[src/rtl/seg_limit_check_pipe_if.sv]
`default_nettype none
// ============================================================================
// Module      : seg_limit_check_pipe_if
// Description : Access, control and syndrome bundle for the segment-limit
//               checker. The master side presents accesses, limit writes and
//               pipeline control, and observes the per-access fault result
//               and the sticky syndrome.
// Revision    : 1.0 - initial release
// ============================================================================
interface seg_limit_check_pipe_if #(
    parameter int ADDR_W   = 32,
    parameter int LIMIT_W  = 20,
    parameter int SEG_ID_W = 3
);
    // Access presented to stage 1
    logic                in_v;
    logic                mem_rd;
    logic                mem_wr;
    logic [SEG_ID_W-1:0] seg_id;
    logic [1:0]          data_size;
    logic [ADDR_W-1:0]   add_base_disp;
    logic [ADDR_W-1:0]   mux_sib_si;

    // Pipeline control
    logic                stall;
    logic                flush;

    // Limit register file write port
    logic                lim_we;
    logic [SEG_ID_W-1:0] lim_wseg;
    logic [LIMIT_W-1:0]  lim_wdata;

    // Syndrome clear
    logic                exc_clr;

    // Results
    logic                out_v;
    logic                exc;
    logic                exc_pend;
    logic [ADDR_W-1:0]   exc_addr;
    logic [SEG_ID_W-1:0] exc_seg;

    modport master (
        output in_v, mem_rd, mem_wr, seg_id, data_size, add_base_disp, mux_sib_si,
        output stall, flush, lim_we, lim_wseg, lim_wdata, exc_clr,
        input  out_v, exc, exc_pend, exc_addr, exc_seg
    );

    modport slave (
        input  in_v, mem_rd, mem_wr, seg_id, data_size, add_base_disp, mux_sib_si,
        input  stall, flush, lim_we, lim_wseg, lim_wdata, exc_clr,
        output out_v, exc, exc_pend, exc_addr, exc_seg
    );
endinterface
`default_nettype wire

[src/rtl/seg_limit_check_pipe.sv]
`default_nettype none
// ============================================================================
// Module      : seg_limit_check_pipe
// Description : Two-stage segment-limit checker. Stage 1 forms the effective
//               address and the size-adjusted limit; stage 2 compares them and
//               reports a fault. The first fault is held in a sticky syndrome
//               until cleared.
// Revision    : 1.0 - initial release
// ============================================================================
module seg_limit_check_pipe #(
    parameter int                         ADDR_W     = 32,
    parameter int                         LIMIT_W    = 20,
    parameter int                         NUM_SEG    = 6,
    parameter int                         SEG_ID_W   = 3,
    parameter logic [NUM_SEG-1:0]         CHECK_MASK = 6'b111011,
    parameter logic [NUM_SEG*LIMIT_W-1:0] LIMIT_RST  = {20'h007FF, 20'h003FF, 20'h011FF,
                                                        20'h04000, 20'h04FFF, 20'h003FF}
) (
    input wire                   clk,
    input wire                   rst,
    seg_limit_check_pipe_if.slave bus
);

    // Adjusted limit carries one extra bit so that limit < size-1 shows up
    // as a negative value instead of wrapping to a huge positive limit.
    localparam int c_adj_w = ADDR_W + 1;

    // ------------------------------------------------------------------------
    // Limit register file (one register per segment, flattened for lookup)
    // ------------------------------------------------------------------------
    logic [NUM_SEG*LIMIT_W-1:0] w_limits;

    genvar gi;
    generate
        for (gi = 0; gi < NUM_SEG; gi++) begin : g_seg_limit
            logic [LIMIT_W-1:0] r_lim;
            logic               w_hit;

            assign w_hit = bus.lim_we && (bus.lim_wseg == SEG_ID_W'(gi));

            // Segment limit: reset value, then software writes regardless of pipeline state
            always_ff @(posedge clk) begin
                if (rst) begin
                    r_lim <= LIMIT_RST[gi*LIMIT_W +: LIMIT_W];
                end else if (w_hit) begin
                    r_lim <= bus.lim_wdata;
                end
            end

            assign w_limits[gi*LIMIT_W +: LIMIT_W] = r_lim;
        end
    endgenerate

    // ------------------------------------------------------------------------
    // Stage 1 combinational: effective address, limit select, size adjust
    // ------------------------------------------------------------------------
    logic [ADDR_W-1:0]  w_ea;
    logic               w_v_in;
    logic [LIMIT_W-1:0] w_lim_sel;
    logic               w_chk;
    logic [c_adj_w-1:0] w_size_m1;
    logic [c_adj_w-1:0] w_lim_adj;

    // Carry out of the address add is intentionally dropped
    assign w_ea   = bus.add_base_disp + bus.mux_sib_si;
    assign w_v_in = bus.in_v & (bus.mem_rd | bus.mem_wr);

    // Select the segment's limit and check enable; out-of-range IDs stay unchecked.
    // A same-cycle write to the accessed segment is forwarded.
    always_comb begin
        w_lim_sel = '0;
        w_chk     = 1'b0;
        for (int i = 0; i < NUM_SEG; i++) begin
            if (bus.seg_id == SEG_ID_W'(i)) begin
                w_lim_sel = w_limits[i*LIMIT_W +: LIMIT_W];
                w_chk     = CHECK_MASK[i];
            end
        end
        if (bus.lim_we && (bus.lim_wseg == bus.seg_id)) begin
            w_lim_sel = bus.lim_wdata;
        end
    end

    // Access size minus one: 0, 1, 3 or 7 bytes past the first byte
    always_comb begin
        w_size_m1 = '0;
        case (bus.data_size)
            2'd0:    w_size_m1 = c_adj_w'(0);
            2'd1:    w_size_m1 = c_adj_w'(1);
            2'd2:    w_size_m1 = c_adj_w'(3);
            default: w_size_m1 = c_adj_w'(7);
        endcase
    end

    assign w_lim_adj = {{(c_adj_w-LIMIT_W){1'b0}}, w_lim_sel} - w_size_m1;

    // ------------------------------------------------------------------------
    // Pipeline registers
    // ------------------------------------------------------------------------
    logic                r_v1;
    logic                r_chk1;
    logic [ADDR_W-1:0]   r_ea1;
    logic [SEG_ID_W-1:0] r_seg1;
    logic [c_adj_w-1:0]  r_lim_adj1;

    logic                r_out_v;
    logic                r_exc;
    logic                r_exc_pend;
    logic [ADDR_W-1:0]   r_exc_addr;
    logic [SEG_ID_W-1:0] r_exc_seg;

    // ------------------------------------------------------------------------
    // Stage 2 combinational: compare and syndrome capture decision
    // ------------------------------------------------------------------------
    logic w_over;
    logic w_exc2;
    logic w_capture;

    // Last byte beyond limit: either the adjusted limit went negative or EA exceeds it
    assign w_over    = r_lim_adj1[ADDR_W] | (r_ea1 > r_lim_adj1[ADDR_W-1:0]);
    assign w_exc2    = r_v1 & r_chk1 & w_over;
    // A clear on the same edge as a new fault lets the new fault take the syndrome
    assign w_capture = w_exc2 & (~r_exc_pend | bus.exc_clr);

    // Pipeline advance with reset > flush > stall priority, plus sticky syndrome
    always_ff @(posedge clk) begin
        if (rst) begin
            r_v1       <= 1'b0;
            r_chk1     <= 1'b0;
            r_ea1      <= '0;
            r_seg1     <= '0;
            r_lim_adj1 <= '0;
            r_out_v    <= 1'b0;
            r_exc      <= 1'b0;
            r_exc_pend <= 1'b0;
            r_exc_addr <= '0;
            r_exc_seg  <= '0;
        end else if (bus.flush) begin
            r_v1    <= 1'b0;
            r_out_v <= 1'b0;
            r_exc   <= 1'b0;
            if (bus.exc_clr) begin
                r_exc_pend <= 1'b0;
            end
        end else if (bus.stall) begin
            // Held entry is not recaptured; only the clear acts
            if (bus.exc_clr) begin
                r_exc_pend <= 1'b0;
            end
        end else begin
            r_v1       <= w_v_in;
            r_chk1     <= w_chk;
            r_ea1      <= w_ea;
            r_seg1     <= bus.seg_id;
            r_lim_adj1 <= w_lim_adj;
            r_out_v    <= r_v1;
            r_exc      <= w_exc2;
            if (w_capture) begin
                r_exc_pend <= 1'b1;
                r_exc_addr <= r_ea1;
                r_exc_seg  <= r_seg1;
            end else if (bus.exc_clr) begin
                r_exc_pend <= 1'b0;
            end
        end
    end

    assign bus.out_v    = r_out_v;
    assign bus.exc      = r_exc;
    assign bus.exc_pend = r_exc_pend;
    assign bus.exc_addr = r_exc_addr;
    assign bus.exc_seg  = r_exc_seg;

endmodule
`default_nettype wire

[src/flat_wrapper.sv]
// flat-port wrapper written by rule: the top's interface ports become plain ports
module seg_limit_check_pipe_flat 
#(
    parameter int                         ADDR_W     = 32,
    parameter int                         LIMIT_W    = 20,
    parameter int                         NUM_SEG    = 6,
    parameter int                         SEG_ID_W   = 3,
    parameter logic [NUM_SEG-1:0]         CHECK_MASK = 6'b111011,
    parameter logic [NUM_SEG*LIMIT_W-1:0] LIMIT_RST  = {20'h007FF, 20'h003FF, 20'h011FF,
                                                        20'h04000, 20'h04FFF, 20'h003FF}
)
  (clk, rst, bus_in_v, bus_mem_rd, bus_mem_wr, bus_seg_id, bus_data_size, bus_add_base_disp, bus_mux_sib_si, bus_stall, bus_flush, bus_lim_we, bus_lim_wseg, bus_lim_wdata, bus_exc_clr, bus_out_v, bus_exc, bus_exc_pend, bus_exc_addr, bus_exc_seg);
  seg_limit_check_pipe_if #(.ADDR_W(ADDR_W), .LIMIT_W(LIMIT_W), .SEG_ID_W(SEG_ID_W)) bus_i ();
  input wire clk;
  input wire rst;
  input wire logic [$bits(bus_i.in_v)-1:0] bus_in_v;
  input wire logic [$bits(bus_i.mem_rd)-1:0] bus_mem_rd;
  input wire logic [$bits(bus_i.mem_wr)-1:0] bus_mem_wr;
  input wire logic [$bits(bus_i.seg_id)-1:0] bus_seg_id;
  input wire logic [$bits(bus_i.data_size)-1:0] bus_data_size;
  input wire logic [$bits(bus_i.add_base_disp)-1:0] bus_add_base_disp;
  input wire logic [$bits(bus_i.mux_sib_si)-1:0] bus_mux_sib_si;
  input wire logic [$bits(bus_i.stall)-1:0] bus_stall;
  input wire logic [$bits(bus_i.flush)-1:0] bus_flush;
  input wire logic [$bits(bus_i.lim_we)-1:0] bus_lim_we;
  input wire logic [$bits(bus_i.lim_wseg)-1:0] bus_lim_wseg;
  input wire logic [$bits(bus_i.lim_wdata)-1:0] bus_lim_wdata;
  input wire logic [$bits(bus_i.exc_clr)-1:0] bus_exc_clr;
  output wire logic [$bits(bus_i.out_v)-1:0] bus_out_v;
  output wire logic [$bits(bus_i.exc)-1:0] bus_exc;
  output wire logic [$bits(bus_i.exc_pend)-1:0] bus_exc_pend;
  output wire logic [$bits(bus_i.exc_addr)-1:0] bus_exc_addr;
  output wire logic [$bits(bus_i.exc_seg)-1:0] bus_exc_seg;
  assign bus_i.in_v = bus_in_v;
  assign bus_i.mem_rd = bus_mem_rd;
  assign bus_i.mem_wr = bus_mem_wr;
  assign bus_i.seg_id = bus_seg_id;
  assign bus_i.data_size = bus_data_size;
  assign bus_i.add_base_disp = bus_add_base_disp;
  assign bus_i.mux_sib_si = bus_mux_sib_si;
  assign bus_i.stall = bus_stall;
  assign bus_i.flush = bus_flush;
  assign bus_i.lim_we = bus_lim_we;
  assign bus_i.lim_wseg = bus_lim_wseg;
  assign bus_i.lim_wdata = bus_lim_wdata;
  assign bus_i.exc_clr = bus_exc_clr;
  assign bus_out_v = bus_i.out_v;
  assign bus_exc = bus_i.exc;
  assign bus_exc_pend = bus_i.exc_pend;
  assign bus_exc_addr = bus_i.exc_addr;
  assign bus_exc_seg = bus_i.exc_seg;
  seg_limit_check_pipe #(.ADDR_W(ADDR_W), .LIMIT_W(LIMIT_W), .NUM_SEG(NUM_SEG), .SEG_ID_W(SEG_ID_W), .CHECK_MASK(CHECK_MASK), .LIMIT_RST(LIMIT_RST)) u_core (.clk(clk), .rst(rst), .bus(bus_i));
endmodule
[config.mk]
export PLATFORM = sky130hd
export DESIGN_NAME = seg_limit_check_pipe_flat
export DESIGN_NICKNAME = d
export VERILOG_FILES = /design/src/rtl/seg_limit_check_pipe_if.sv /design/src/rtl/seg_limit_check_pipe.sv /design/src/flat_wrapper.sv
export SDC_FILE = /design/constraint.sdc
export NUM_CORES = 1
export LEC_CHECK = 0
export CAP_MARGIN = 30
export CORE_ASPECT_RATIO = 1.5
export CORE_MARGIN = 4
export CORE_UTILIZATION = 50
export CTS_BUF_LIST = sky130_fd_sc_hd__clkbuf_4
export DETAILED_ROUTE_END_ITERATION = 8
export GPL_TIMING_DRIVEN = 0
export PLACE_DENSITY = 0.83
export RECOVER_POWER = 100
export SETUP_SLACK_MARGIN = 0.15
export SYNTH_ARGS = -nofsm -noshare
export SYNTH_HDL_FRONTEND = slang
export SYNTH_SLANG_ARGS = --single-unit
export TNS_END_PERCENT = 30
[constraint.sdc]
create_clock -name clk -period 4.6 [get_ports clk]
set_clock_uncertainty 0.1 [all_clocks]
set_input_delay 0.92 -clock clk [delete_from_list [all_inputs] [get_ports clk]]
set_output_delay 0.92 -clock clk [all_outputs]
set_load 0.01 [all_outputs]
[Yosys cells after proc, flatten, opt, wreduce, memory -nomap -nowiden]
Index checks and enable logic that the tools add are counted.
Operators by class
  $add $sub $neg: 2
  magnitude comparators: 1
  eq/ne operators: 13
  muxes and demuxes: 18
  bitwise operators: 10
  reduce and logical (&&, ||, !) cells: 13
Operator list (number)
  $mux 20: 7
  $add 32x32->32: 1
  $gt 32x32->1: 1
  $sub 20x3->21: 1
  $eq 3x2->1 const B: 4
  $eq 3x3->1 const B: 4
  $mux 1: 10
  $pmux 3 s3: 1
  $logic_and 1x1->1: 7
  $eq 3x1->1 const B: 2
  $logic_not 3->1: 2
  $and 1x1->1: 4
  $eq 3x3->1: 1
  $not 1->1: 3
  $or 1x1->1: 3
  $reduce_and 3->1: 1
  $eq 2x1->1 const B: 1
  $eq 2x2->1 const B: 1
  $logic_not 2->1: 1
  $reduce_and 2->1: 1
  $reduce_or 2->1: 1
Word-level totals
  register bits after elaboration: 228
  input bits: 101

[Logic depth before layout (Yosys ltp)]
Gate-level depths: netlist (run 1).
  depth after elaboration: 9
  depth in mapped cells: 16
  mapped depth without buffers: 13

[Worst setup path after synthesis (run 1)]
No wires, ideal clock.
  kind: input to register
  from: input bus_seg_id[2]
  to: register u_core.r_lim_adj1[14]
  setup time: 0.074 ns
  data arrival time: 4.117 ns
  slack: 0.309 ns
  stages on the path: 16
  path buffers: 4
  path through: buf_6 buf_2 buf_1 buf_1 mux2_2 a221oi_1 nor3_1 a21oi_1 ha_1 fa_1 nor2b_1 nor2_1 nor4b_4 nand3_2 or3_1 a31oi_1
On the way
  word-level cells in the longest chain between the ends: 9
Ends and longest elaborated chain
  start: declaration: RTL line flat_wrapper.sv:19  | input wire logic [$bits(bus_i.seg_id)-1:0] bus_seg_id;
  $logic_not 3->1: RTL line seg_limit_check_pipe.sv:74  | if (bus.seg_id == SEG_ID_W'(i)) begin
  $mux 20 (6 in a row): RTL line seg_limit_check_pipe.sv:74
  $mux 20 *: RTL line seg_limit_check_pipe.sv:79  | if (bus.lim_we && (bus.lim_wseg == bus.seg_id)) begin
  $sub 20x3->21 *: RTL line seg_limit_check_pipe.sv:95  | assign w_lim_adj = {{(c_adj_w-LIMIT_W){1'b0}}, w_lim_sel} - w_size_m1;
  end signal: assignment: RTL line seg_limit_check_pipe.sv:155  | r_lim_adj1 <= w_lim_adj;
  end: declaration: RTL line seg_limit_check_pipe.sv:104  | logic [c_adj_w-1:0] r_lim_adj1;
Every way passes the cells marked *; elsewhere a longest branch is shown, timed or not.
A chain may end at the register's enable or synchronous reset.

[Final worst setup path (run 1)]
  from: input bus_seg_id[0]
  to: register u_core.r_lim_adj1[14]
Same word-level chain as after synthesis.

==> results.cfg, run 1 <==
[outcome]
status = finished, final reports clean

[cells_and_area]
syn_to_final_growth_pct = 20.9
fin_nets = 1890
final_cells = 2078
fin_area_um2 = 14300
drive_above_1_share_pct = 7.38
fin_util_pct = 61.7

[synth]
yosysWarnings = 0
synth_top_area_share_pct = 36.5
synth-seq-cells = 216
ys_async_sr_fraction_pct = 0
syn_area_per_cell_um2 = 7.76
synthTopCellsByArea = dfxtp_1 36%, nand2_1 13%, ha_1 7.0%
synth_edf_count = 0
yosys.area.top_type = dfxtp_1
syn_inst = 1528
syn_area_um2 = 11900
yosysSeqAreaShare_pct = 36.5
synthFlopType = dfxtp_1
synth.net_count = 1697
synth.distinct_cells = 76

[worst_setup_path]
worstPathRequired_ps = 5060
start_kind = primary input
worstPathArrival_ps = 4740
regToRegSetupSlack_ps = 1050
worst-path-max-fanout = 10
r2r_cells = 12
cpMaxStageDelayCell = clkdlybuf4s50_1
r2r_start = u_core.r_lim_adj1[31]$_SDFFE_PP0P_
slowest_delay_ps = 480
crit_path_frequent_cell = buf_2
cp-end-kind = flip-flop
cp-startpoint = bus_seg_id[0]
crit_type = in -> reg
r2r_end = u_core.bus.exc_addr[14]$_SDFFE_PP0P_
worstPathCellList = clkdlybuf4s50_1, buf_2, buf_2, clkinv_1, a221oi_1, nor3_1, a21oi_1, ha_1, fa_1, nor2b_1, nor2_1, nor4b_4, buf_4, nand3_1, or3_1, a31oi_1

[global_routing]
grt_start_max_net_pins = 20
track_usage_pct = 29.3
grt_pass1_vias = 11900
grt_antenna_before_repair = 1
grt_pass1_wl_um = 61700
grt-ovfl-total = 0

[timing]
max_freq_mhz = 233
slew_headroom_pct = 33.6
finalCritPeriodShare_pct = 93.2
fin_tns_setup_ps = 0
rsz0062_at_grt = no
slew_violations = 0
hold_viol_final = 0
hold_ws_ps = 351
worst_pin_slew_ps = 985
setup_violations = 0
post-route-min-period_ps = 4290
setup_ws_ps = 315

[clock_network]
cts_made_buffers = 51
clkLatencyLatePin_ps = 680
hold_buffers = 0
cts_max_level = 2
clock-sinks = 216
clockBufferDepth = 3
clkTransAtPathRegs_ps = 70
cts_tree = done
cts_root_buffer = clkbuf_4

[placed_design]
pre_cts_ws_ps = -1090
dpl_cell_area_um2 = 13600
place_congestion = 0.978
hpwl_um = 30000
dp_cells = 1979
port_buffers = 135

[worst_hold_path]
hold_path_end = u_core.g_seg_limit[5].r_lim[14]$_SDFFE_PP0P_
hold_depth = 2
min_path_type = reg -> reg
worstHoldStart = u_core.g_seg_limit[5].r_lim[14]$_SDFFE_PP0P_

[pwr]
p_sw_share_pct = 30.1
pwr-share-comb_pct = 19.2
p_int_mw = 3.13
p_per_area_nw_per_um2 = 312
power_leakage_nw = 5.77
p_seq_share_pct = 44.4
total_power_mw = 4.48
vdd_drop_max_uv = 280
power_switching_mw = 1.35
clock_power_share_pct = 36.3

[die]
die_y_um = 197
dieArea_um2 = 26300
io_pins = 139
die_w_um = 134
start_util_pct = 51.1
rows = 68
core-area_um2 = 23200

[routing]
wl_um = 39800
wl_per_cell_um = 19.1
vias_per_cell = 5.89
drt_first_pass_iters = 8
vias = 12200
dr.first_iter.drc_count = 1036
postRouteAntennaNets = 0
drcViolationCount = 0

[flow_run]
cap_violations = 0
registers in the layout (all words and copies together) (netlist names):
name and flops:
u_core.r_lim_adj1 21, u_core.bus.exc_seg 3, u_core.bus.exc 1, u_core.r_v1 1
u_core.r_seg1 3, u_core.bus.out_v 1, u_core.g_seg_limit.r_lim 120, u_core.bus.exc_pend 1
u_core.r_chk1 1, u_core.bus.exc_addr 32, u_core.r_ea1 32
logic make-up (layout without fill, tap and decap cells):
logic type | count (synthesis) | after routing | share of synthesized area, %
compound gates | 340 | 340 | 18.1
xor+xnor | 23 | 23 | 1.70
fa+ha+maj | 68 | 68 | 7.30
buf+inv | 137 | 371 | 4.70
flops | 216 | 216 | 36.5
mux | 63 | 63 | 5.63
other cells | 0 | 1 | 0
simple gates | 681 | 681 | 26.1
critical path: cells and delay by family:
family / cells / cell delay [ps]
AOI/OAI and AO/OA: 3 / 780
buffers and inverters: 5 / 1530
adders and majority gates: 2 / 460
and+or+nand+nor: 6 / 1030
cell type report:
| class | instances | area, µm² |
|---|---|---|
| tap | 315 | 394 |
| buffer | 98 | 425 |
| fill | 2109 | 8890 |
| clock buffer | 72 | 541 |
| inverter | 37 | 139 |
| sequential | 216 | 4320 |
| clock inverter | 22 | 143 |
| multi-input combinational | 1175 | 6970 |
| timing repair buffer | 142 | 1400 |
| antenna | 1 | 2.50 |
routing by layer:
layer | wire length, µm | vias to the layer above | track usage, %
li1 | - | 5789 | -
met1 | 13600 | 5672 | 30.0
met2 | 20400 | 596 | 54.3
met3 | 2730 | 187 | 4.19
met4 | 3050 | 0 | 20.5
met5 | 0 | - | 0
cells in the mapped netlist, types with 4 or more instances:
master and n:
o2111ai_1 5, o221ai_1 9, dfxtp_1 216, and3b_1 6, or3_1 10, a31oi_1 6
a221oi_1 6, a22o_1 5, o211ai_1 5, mux2_2 10, and4_1 4, xnor2_1 13
a211oi_1 18, mux2i_1 51, nor2_1 48, nand3_1 83, nand2_1 408, o31ai_1 4
and3_1 13, buf_2 8, nand2b_1 13, a31o_2 4, nor2b_1 15, a21o_1 24
o21a_1 7, o21ai_0 53, nand4_1 18, nand3b_1 11, or2_2 5, a311o_1 4
inv_1 35, ha_1 66, xor2_1 10, and2_1 8, clkbuf_1 70, a21oi_1 149
a22oi_1 7, nor3_1 25, buf_1 16
how the worst max path moves through the flow:
| stage | endpoint | slack, ps | cells past startpoint |
|---|---|---|---|
| final | u_core.r_lim_adj1[14]$_SDFFE_PP0P_ | 310 | 16 |
| after global routing | u_core.r_lim_adj1[14]$_SDFFE_PP0P_ | 80 | 16 |
| after CTS | u_core.r_lim_adj1[14]$_SDFFE_PP0P_ | 140 | 16 |
| after detailed placement | u_core.r_lim_adj1[11]$_SDFFE_PP0P_ | -1090 | 17 |
| after global placement | u_core.r_lim_adj1[11]$_SDFFE_PP0P_ | -1030 | 17 |
| after floorplan | u_core.r_lim_adj1[14]$_SDFFE_PP0P_ | 310 | 16 |
timing repair:
action	CTS	global route
endpoints found under the hold margin	0	0
buffers inserted	0	6
endpoints found under the setup margin	16	13
pin swaps	0	1
gates resized for setup	3	7
power groups by stage:
stage	Combinational (mW)	Clock [mW]	Sequential, mW
global route	0.945	1.74	1.99
finish	0.862	1.63	1.99
detailed placement	0.840	0	2.03
CTS	0.844	1.65	1.99
global placement	0.826	0	2.03
floorplan	0.547	0	2.00
placed cells by master (no fill, tap or decap), types with 10 or more instances in the layout:
cell type | netlist | routed
xnor2_1 | 13 | 13
a211oi_1 | 18 | 18
or3_1 | 10 | 10
inv_1 | 35 | 35
nand3b_1 | 11 | 11
ha_1 | 66 | 66
a21o_1 | 24 | 24
mux2i_1 | 51 | 51
o21ai_0 | 53 | 53
nand4_1 | 18 | 18
dlygate4sd3_1 | 0 | 43
xor2_1 | 10 | 10
nand3_1 | 83 | 84
a21oi_1 | 149 | 149
nand2b_1 | 13 | 13
nor2b_1 | 15 | 15
nor2_1 | 48 | 48
and3_1 | 13 | 13
clkbuf_4 | 0 | 77
nor3_1 | 25 | 25
clkinv_1 | 1 | 18
clkdlybuf4s50_1 | 0 | 92
dfxtp_1 | 216 | 216
mux2_2 | 10 | 10
nand2_1 | 408 | 408
clkbuf_1 | 70 | 75
No activity file was read; power rests on OpenSTA's default activity.
==> run 2, diff against run 1 <==
--- a/config.mk
+++ b/config.mk
@@ -6,7 +6,7 @@
 export NUM_CORES = 1
 export LEC_CHECK = 0
 export CAP_MARGIN = 30
-export CORE_ASPECT_RATIO = 1.5
+export CORE_ASPECT_RATIO = 1.25
 export CORE_MARGIN = 4
 export CORE_UTILIZATION = 50
 export CTS_BUF_LIST = sky130_fd_sc_hd__clkbuf_4
==> run 2 against run 1 <==
Fmax down 1.0%; first-iteration DRC count rose by 5.5%; sequential power about the same; die area is 0.14% lower; clock-buffer cell count grew 2; critical path type unchanged; critical endpoint is now u_core.r_lim_adj1[31]$_SDFFE_PP0P_.
==> results.cfg, run 2 (synthesis gave the netlist of run 1 again) <==
[pwr]
power_switching_mw = 1.34
clock_power_share_pct = 35.0
power_leakage_nw = 5.75
total_power_mw = 4.37
pwr-share-comb_pct = 19.5
p_seq_share_pct = 45.5
vdd_drop_max_uv = 197
p_int_mw = 3.03
p_per_area_nw_per_um2 = 307
p_sw_share_pct = 30.7

[die]
die_w_um = 146
io_pins = 139
core-area_um2 = 23200
start_util_pct = 51.1
dieArea_um2 = 26300
rows = 62
die_y_um = 180

[cells_and_area]
register_area_um2 = 4320
syn_to_final_growth_pct = 20.1
layout_common_cells = 408 x nand2_1, 216 x dfxtp_1, 149 x a21oi_1, 92 x clkdlybuf4s50_1, 83 x nand3_1
largest_reg_flops = 120
drive_above_1_share_pct = 7.38
top_register = u_core.g_seg_limit.r_lim
fin_nets = 1894
diodes = 0
layout.cells.most_common = nand2_1
multi_input_area_um2 = 6960
final_cells = 2050
fin_util_pct = 61.4
fill_cells = 2066

[global_routing]
grt-ovfl-total = 0
grt_antenna_before_repair = 0
track_usage_pct = 28.0
grt_start_max_net_pins = 20
grt_pass1_vias = 11800
grt_pass1_wl_um = 60600

[routing]
drt_first_pass_iters = 7
vias = 12200
vias_per_cell = 5.97
dr.first_iter.drc_count = 1093
drcViolationCount = 0
postRouteAntennaNets = 0
wl_um = 38200
wl_per_cell_um = 18.6

[placed_design]
port_buffers = 135
place_congestion = 0.970
pre_cts_ws_ps = -912
hpwl_um = 28500
dp_cells = 1951

[timing]
setup_ws_ps = 271
slew_violations = 0
hold_viol_final = 0
post-route-min-period_ps = 4330
worst_pin_slew_ps = 825
setup_violations = 0
finalCritPeriodShare_pct = 94.1
hold_ws_ps = 345
rsz0062_at_grt = no
max_freq_mhz = 231
slew_headroom_pct = 45.0

[clock_network]
clockBufferDepth = 3
cts_made_buffers = 54
cts_max_level = 2
cts_root_buffer = clkbuf_4
clkTransAtPathRegs_ps = 70
cts_tree = done
hold_buffers = 0
clock-sinks = 216
clkLatencyLatePin_ps = 700

[worst_setup_path]
start_kind = primary input
cp-end-kind = flip-flop
worst-path-max-fanout = 10
worstPathRequired_ps = 5110
worstPathArrival_ps = 4840
r2r_cells = 12
crit_type = in -> reg

[worst_hold_path]
min_path_type = reg -> reg
hold_depth = 2

[outcome]
status = finished, final reports clean

[flow_run]
cap_violations = 0
## run 2: metal layers
metal  vias up  global-route usage, %  share of wire (%)
met3       185                   5.13                8.2
met5         -                      0                  0
met2       657                   48.3                 48
met1      5615                   31.6                 37
li1       5790                      -                  -
met4         0                   18.5                7.4
## run 2: timing repair
item                                    4_1_cts  5_1_grt
endpoints found under the setup margin       16       13
pin swaps                                     0        1
resized for setup                             1        5
setup buffers                                 3        3
endpoints found under the hold margin         0        0
## run 2: area by class of cell
| cell class | instances | area share, % |
|---|---|---|
| inverters | 37 | 0.975 |
| clock inverters | 19 | 0.553 |
| flip-flops and latches | 216 | 30.3 |
| well taps | 288 | 2.53 |
| plain buffers | 98 | 2.95 |
| multi-input cells | 1175 | 48.9 |
| clock buffers | 74 | 3.90 |
| repair buffers | 143 | 9.89 |
## run 2: power groups by stage
stage	Combinational (mW)	Sequential, mW	Clock [mW]
3_5_place_dp	0.826	2.03	0
3_3_place_gp	0.809	2.03	0
5_1_grt	0.939	1.99	1.64
6_report	0.850	1.99	1.53
2_1_floorplan	0.547	2.00	0
4_1_cts	0.834	1.99	1.55
## run 2: path summary, 6_finish.rpt
path	endpoint	from	slack, ps
worst max register to register	u_core.bus.exc_addr[29]$_SDFFE_PP0P_	u_core.r_lim_adj1[31]$_SDFFE_PP0P_	1000
worst min register to register	u_core.bus.exc_seg[0]$_SDFFE_PP0P_	u_core.r_seg1[0]$_SDFFE_PP0P_	350
worst max-delay path	u_core.r_lim_adj1[31]$_SDFFE_PP0P_	bus_seg_id[2]	270
worst min-delay path	u_core.bus.exc_seg[0]$_SDFFE_PP0P_	u_core.r_seg1[0]$_SDFFE_PP0P_	350
## run 2: critical path, cell delays in order
cell	delay (ps)
buf_6	120
buf_2	280
clkbuf_1	450
clkbuf_2	360
mux2_2	370
a221oi_1	260
nor3_1	80
a21oi_1	230
ha_1	230
fa_1	210
nor2b_1	70
nor2_1	110
nor4b_1	300
buf_4	220
nand3_2	80
or3_1	400
a21oi_1	140
## run 2: through the flow
step	setup TNS [ps]	cell area, µm²
final	0	14300
after global routing	0	14300
after CTS	0	14200
after detailed placement	-12520	13600
after global placement	-11870	13600
after floorplan	0	11900
